--- config.mk ---
export PLATFORM = sky130hd
export DESIGN_NAME = cpu_seq
export DESIGN_NICKNAME = d
export VERILOG_FILES = /design/src/rtl/cpu_seq.sv
export SDC_FILE = /design/constraint.sdc
export NUM_CORES = 1
export LEC_CHECK = 0
export CAP_MARGIN = 20
export CORE_MARGIN = 4
export CORE_UTILIZATION = 41
export CTS_CLUSTER_DIAMETER = 150
export DETAILED_ROUTE_END_ITERATION = 6
export GPL_ROUTABILITY_DRIVEN = 0
export HOLD_SLACK_MARGIN = 0.05
export PLACE_DENSITY = 0.89
export SYNTH_ARGS = -nofsm -noshare
export SYNTH_HDL_FRONTEND = slang
export SYNTH_SLANG_ARGS = --single-unit
--- constraint.sdc ---
create_clock -name clk -period 3 [get_ports clk]
set_input_delay 0.75 -clock clk [delete_from_list [all_inputs] [get_ports clk]]
set_output_delay 0.75 -clock clk [all_outputs]
set_load 0.02 [all_outputs]
--- src/rtl/cpu_seq.sv ---
// Instruction sequencer: one-hot phase counter with ROM wait states, execute stall,
// and a prioritised single-level interrupt controller with return support.
module cpu_seq #(
  parameter int unsigned ADDR_W   = 11,
  parameter int unsigned DATA_W   = 32,
  parameter int unsigned PHASES   = 4,
  parameter int unsigned IRQ_N    = 4,
  parameter int unsigned RESET_PC = 0,
  parameter int unsigned IRQ_BASE = 16
) (
  input  logic              clk,
  input  logic              reset,
  output logic [ADDR_W-1:0] rom_addr,
  output logic              rom_req,
  input  logic              rom_ready,
  input  logic [DATA_W-1:0] rom_data,
  output logic [DATA_W-1:0] inst,
  output logic              inst_valid,
  output logic [PHASES-1:0] phase,
  output logic              commit,
  input  logic              ex_stall,
  input  logic [ADDR_W-1:0] ex_next_pc,
  input  logic [IRQ_N-1:0]  irq,
  input  logic              irq_en,
  input  logic              irq_ret,
  output logic [IRQ_N-1:0]  irq_ack,
  output logic              irq_pending,
  output logic              in_isr,
  output logic [ADDR_W-1:0] epc
);

  logic [IRQ_N-1:0]  pending;
  logic [IRQ_N-1:0]  pending_nxt;
  logic [IRQ_N-1:0]  lowest;
  logic [ADDR_W-1:0] irq_vec;
  logic              found;
  logic              take_irq;
  logic [PHASES-1:0] phase_shift;

  assign rom_req     = phase[0];
  assign phase_shift = {phase[PHASES-2:0], 1'b0};

  // Commit strobe, lowest-index interrupt select and pending update
  always_comb begin
    lowest  = '0;
    irq_vec = '0;
    found   = 1'b0;
    for (int unsigned i = 0; i < IRQ_N; i++) begin
      if (pending[i] && !found) begin
        found     = 1'b1;
        lowest[i] = 1'b1;
        irq_vec   = ADDR_W'(IRQ_BASE + i);
      end
    end
    commit      = ~reset & phase[PHASES-1] & ~ex_stall;
    take_irq    = commit & ~irq_ret & irq_en & ~in_isr & found;
    irq_ack     = take_irq ? lowest : '0;
    pending_nxt = (pending | irq) & ~irq_ack;
  end

  always_ff @(posedge clk) begin
    if (reset) begin
      phase       <= PHASES'(1);
      rom_addr    <= ADDR_W'(RESET_PC);
      inst        <= '0;
      inst_valid  <= 1'b0;
      pending     <= '0;
      irq_pending <= 1'b0;
      in_isr      <= 1'b0;
      epc         <= '0;
    end else begin
      pending     <= pending_nxt;
      irq_pending <= |pending_nxt;
      if (phase[0]) begin
        if (rom_ready) begin
          inst       <= rom_data;
          inst_valid <= 1'b1;
          phase      <= phase_shift;
        end
      end else if (commit) begin
        phase      <= PHASES'(1);
        inst_valid <= 1'b0;
        if (irq_ret) begin
          rom_addr <= epc;
          in_isr   <= 1'b0;
        end else if (take_irq) begin
          rom_addr <= irq_vec;
          epc      <= ex_next_pc;
          in_isr   <= 1'b1;
        end else begin
          rom_addr <= ex_next_pc;
        end
      end else if (!phase[PHASES-1]) begin
        phase <= phase_shift;
      end
    end
  end

endmodule

== After elaboration in Yosys (flattened, before gate mapping) ==
Index checks and enable logic that the tools add are counted.

* Register bits after elaboration: 65
* Input bits: 53
* Word-level logic and storage cells: 64

* Eq/ne operators: 2
* Mux-type cells: 23
* Bitwise gates (word level): 14
* Reduce and logical (&&, ||, !) cells: 15

{| class="wikitable"
|+ Operator list
! kind !! number
|-
| $mux 11 || 5
|-
| $mux 4 || 5
|-
| $mux 1 || 12
|-
| $reduce_and 2->1 || 4
|-
| $and 1x1->1 || 6
|-
| $mux 5 || 1
|-
| $not 1->1 || 5
|-
| $and 4x4->4 || 1
|-
| $not 4->4 || 1
|-
| $or 4x4->4 || 1
|-
| $reduce_and 4->1 || 1
|-
| $reduce_bool 2->1 || 2
|-
| $reduce_or 4->1 || 1
|-
| $logic_and 1x1->1 || 3
|-
| $logic_not 1->1 || 3
|-
| $ne 3x2->1 const B || 1
|-
| $reduce_and 3->1 || 1
|-
| $ne 2x2->1 const B || 1
|}

== Logic depth before layout (Yosys ltp) ==
* Depth in word-level cells: 15
* Gate-level depth with buffers: 8

== Worst setup path before layout ==
OpenSTA, ideal clock, no wires.

* Path type: input-to-output
* Start point: input irq_ret
* End point: output irq_ack[2]
* Data arrival time: 1.969 ns
* Required time: 2.250 ns
* Slack: 0.281 ns
* Stages: 4
* Path buffers: 1
* Cells stage by stage: clkbuf_1 > or3b_1 > nor2_1 > and3_1

* Longest elaborated chain between the ends: 6

{| class="wikitable"
|+ RTL lines
! item !! RTL line !! source
|-
| start: declaration || 25 || <nowiki>input logic irq_ret,</nowiki>
|-
| $not 1->1 (no line) || -- ||
|-
| $and 1x1->1 (4 in series) || 56 || <nowiki>take_irq = commit & ~irq_ret & irq_en & ~in_isr & found;</nowiki>
|-
| $mux 4 || 57 || <nowiki>irq_ack = take_irq ? lowest : '0;</nowiki>
|-
| end: declaration || 26 || <nowiki>output logic [IRQ_N-1:0] irq_ack,</nowiki>
|}

No other way between the ends.

== Worst setup path in the final report ==
* Start point: input ex_stall
* End point: output irq_ack[3]

* Longest elaborated chain between the ends: 7

{| class="wikitable"
|+ RTL lines
! item !! RTL line !! source
|-
| start: declaration || 21 || <nowiki>input logic ex_stall,</nowiki>
|-
| $not 1->1 || 55 || <nowiki>commit = ~reset & phase[PHASES-1] & ~ex_stall;</nowiki>
|-
| $and 1x1->1 || 55 ||
|-
| $and 1x1->1 (4 in series) || 56 ||
|-
| $mux 4 || 57 ||
|}

No other way between the ends.

==> flow_metrics.tcl <==
set metrics [dict create \
    area_growth_pct 58.66 \
    clock_latency_ps 330 \
    min_path_type "register to register" \
    yosysSeqAreaShare 0.5088 \
    period_needed_ps 2934 \
    grt_start_max_net_pins 62 \
    drv_slew 0 \
    core_region_area_um2 5991 \
    whs_endpoint "rom_addr[2]$_SDFFE_PP0P_" \
    hold_viol_final 0 \
    cp_max_fo 4 \
    ant_nets 0 \
    finalSetupViolCount 0 \
    antenna_found_initial 0 \
    r2r_end "rom_addr[8]$_SDFFE_PP0P_" \
    cts-root-buf "clkbuf_8" \
    ys_ff_latch 65 \
    arrival_ps 2180 \
    postLayoutCoreUtil 0.6773 \
    diodes 0 \
    via_per_inst 5.136 \
    grt_pass1_vias 2562 \
    fin_crit_sh 0.9780 \
    rr_startpoint "pending[0]$_SDFF_PP0_" \
    ff2ff_path_depth 4 \
    avgSynthCellArea_um2 8.358 \
    start_util 0.4269 \
    drive_gt1_frac 0.1019 \
    track_usage 0.1979 \
    yosys_warnings 0 \
    syn_inst 306 \
    mostFrequentLayoutCell "clkdlybuf4s50_1" \
    drtIter0Drc 131 \
    finalInstanceArea_um2 4058 \
    cts_buffers 9 \
    pre_cts_slack_ps -403.0 \
    max_cap_viol_count 0 \
    wl_per_cell_um 14.69 \
    synth_area_um2 2557 \
    vias 2604 \
    power.leakage_uw 0.001521 \
    drt_pass1_iterations 4 \
    fin_cells 507 \
    cts.sinks 65 \
    place_area_um2 3839 \
    tritoncts "built" \
    hold_path_depth 2 \
    dieArea_um2 7566 \
    htreeDepth 3 \
    dp.cells 492 \
    io_pins 120 \
    rsz0062_at_grt "false" \
    worst_slack_ps 65.85 \
    powerDensity_nw_per_um2 482.2 \
    io_buffers 119 \
    critPathCaptureType "output port" \
    cts_hold_buffers 0 \
    die_height_um 86.98 \
    drt_wl_total_mm 7.450 \
    timing.slew.headroom 0.5662 \
    status "finished clean" \
    reg2reg_slack_ps 990 \
    drc_errors 0 \
    overflow 0 \
    synth.distinct_cells 38 \
    worst_pin_slew_ps 650.6 \
    criticalPathCategory "primary input to output port" \
    max-vdd-ir-drop_v 0.0003025 \
    clock_skew_ps 8.052 \
    hold_start "rom_addr[2]$_SDFFE_PP0P_" \
    clock.fmax_ghz 0.3408 \
    clk_pin_slew_ps 60 \
    fin_nets 482 \
    row_count 28 \
    worstSetupStartpointType "primary input" \
    cp.required_ps 2250 \
    fp.dieW_um 86.98 \
    mostFrequentLayoutCells "clkdlybuf4s50_1 (113), nand2_1 (84), dfxtp_1 (65)" \
    hpwl_mm 5.339 \
    grt_pass1_wl_mm 11.76 \
    syn_nets 359 \
    clk_path_buf_depth 2 \
]
[routing by layer]
metal,part of all wire,global-route usage,up-vias
li1,-,-,1272
met1,0.42,0.2371,1218
met2,0.46,0.3126,99
met3,0.093,0.07663,15
met4,0.023,0.08924,0
met5,0,0,-
[cell usage after synthesis]
| library cell | n | area share |
|---|---|---|
| dfxtp_1 | 65 | 0.51 |
| or2b_1 | 1 | 0.0029 |
| and3_1 | 4 | 0.0098 |
| inv_2 | 1 | 0.0015 |
| a21o_1 | 1 | 0.0029 |
| nor2_1 | 23 | 0.034 |
| a32oi_1 | 2 | 0.0069 |
| or4_4 | 1 | 0.0044 |
| nor4b_1 | 1 | 0.0034 |
| a311o_1 | 1 | 0.0039 |
| nand2_1 | 84 | 0.12 |
| o21ai_0 | 4 | 0.0078 |
| a211o_1 | 2 | 0.0069 |
| nor4b_4 | 1 | 0.0093 |
| o32ai_1 | 1 | 0.0034 |
| a31oi_1 | 7 | 0.017 |
| nor2b_1 | 2 | 0.0049 |
| a2111oi_4 | 1 | 0.011 |
| nor3_1 | 4 | 0.0078 |
| or3b_1 | 2 | 0.0069 |
| nor3b_1 | 2 | 0.0059 |
| a21oi_1 | 40 | 0.078 |
| buf_4 | 1 | 0.0029 |
| o21a_1 | 1 | 0.0029 |
| a32o_1 | 1 | 0.0039 |
| buf_6 | 3 | 0.013 |
| o21ai_1 | 1 | 0.0020 |
| clkbuf_1 | 17 | 0.025 |
| nand3_1 | 6 | 0.012 |
| o311ai_0 | 1 | 0.0034 |
| o31ai_1 | 1 | 0.0029 |
| and2_1 | 3 | 0.0073 |
| nor4_1 | 1 | 0.0024 |
| mux2i_1 | 11 | 0.043 |
| inv_1 | 4 | 0.0059 |
| nand2b_1 | 3 | 0.0073 |
| a31o_2 | 1 | 0.0034 |
| buf_2 | 1 | 0.0020 |
[report_power, final]
part | internal, uW | switching, uW | leakage, uW | total [uW]
clock | 443 | 313 | 0.000101 | 756
sequential | 896 | 24.6 | 0.000531 | 921
combinational | 146 | 134 | 0.000890 | 280
[sequential cells by signal (all words and copies together) (netlist names)]
register	count
rom_addr	11
irq_pending	1
inst_valid	1
pending	4
inst	32
phase	4
in_isr	1
epc	11
[logic make-up after synthesis]
kind of cell / after synthesis / share of synthesized area
compound gates: 65 / 0.1566
buf+inv: 27 / 0.05039
simple gates: 138 / 0.2412
mux: 11 / 0.04305
flops: 65 / 0.5088
[worst max-delay path by stage]
stage                   from    endpoint  slack (ps)  cells after the start
floorplan            irq_ret  irq_ack[2]         280                      4
global placement    ex_stall  irq_ack[2]        -380                      5
detailed placement  ex_stall  irq_ack[2]        -400                      5
CTS                   irq_en  irq_ack[2]         -10                      5
global route        ex_stall  irq_ack[3]           1                      5
finish              ex_stall  irq_ack[3]          70                      5
[metrics by stage]
stage / setup TNS (ps) / hold slack [ps] / total power, uW
2_1_floorplan: 0 / 515.1 / 1062
3_3_place_gp: -1464 / 425.7 / 1210
3_5_place_dp: -1576 / 432.3 / 1218
4_1_cts: -12.22 / 442.9 / 1975
5_1_grt: 0 / 463.8 / 2038
6_report: 0 / 440.2 / 1957
[final cells by class]
cell class	instances	area [um2]
clock buffer	12	165.2
clock inverter	2	37.54
fill	471	1933
inverter	5	18.77
multi-input combinational	214	1157
sequential	65	1301
tap	75	93.84
timing repair buffer	134	1284
[critical path: stages]
cell	delay, ps
clkdlybuf4s50_1	420
or3b_4	450
nor2_4	150
and3_1	160
clkdlybuf4s15_2	250
[what timing repair did]
action / CTS / global route
pin swaps: 0 / 1
gates resized for setup: 16 / 6
setup buffers: 0 / 1
setup endpoints to repair: 5 / 4
Power figures use the tool's default switching activity.
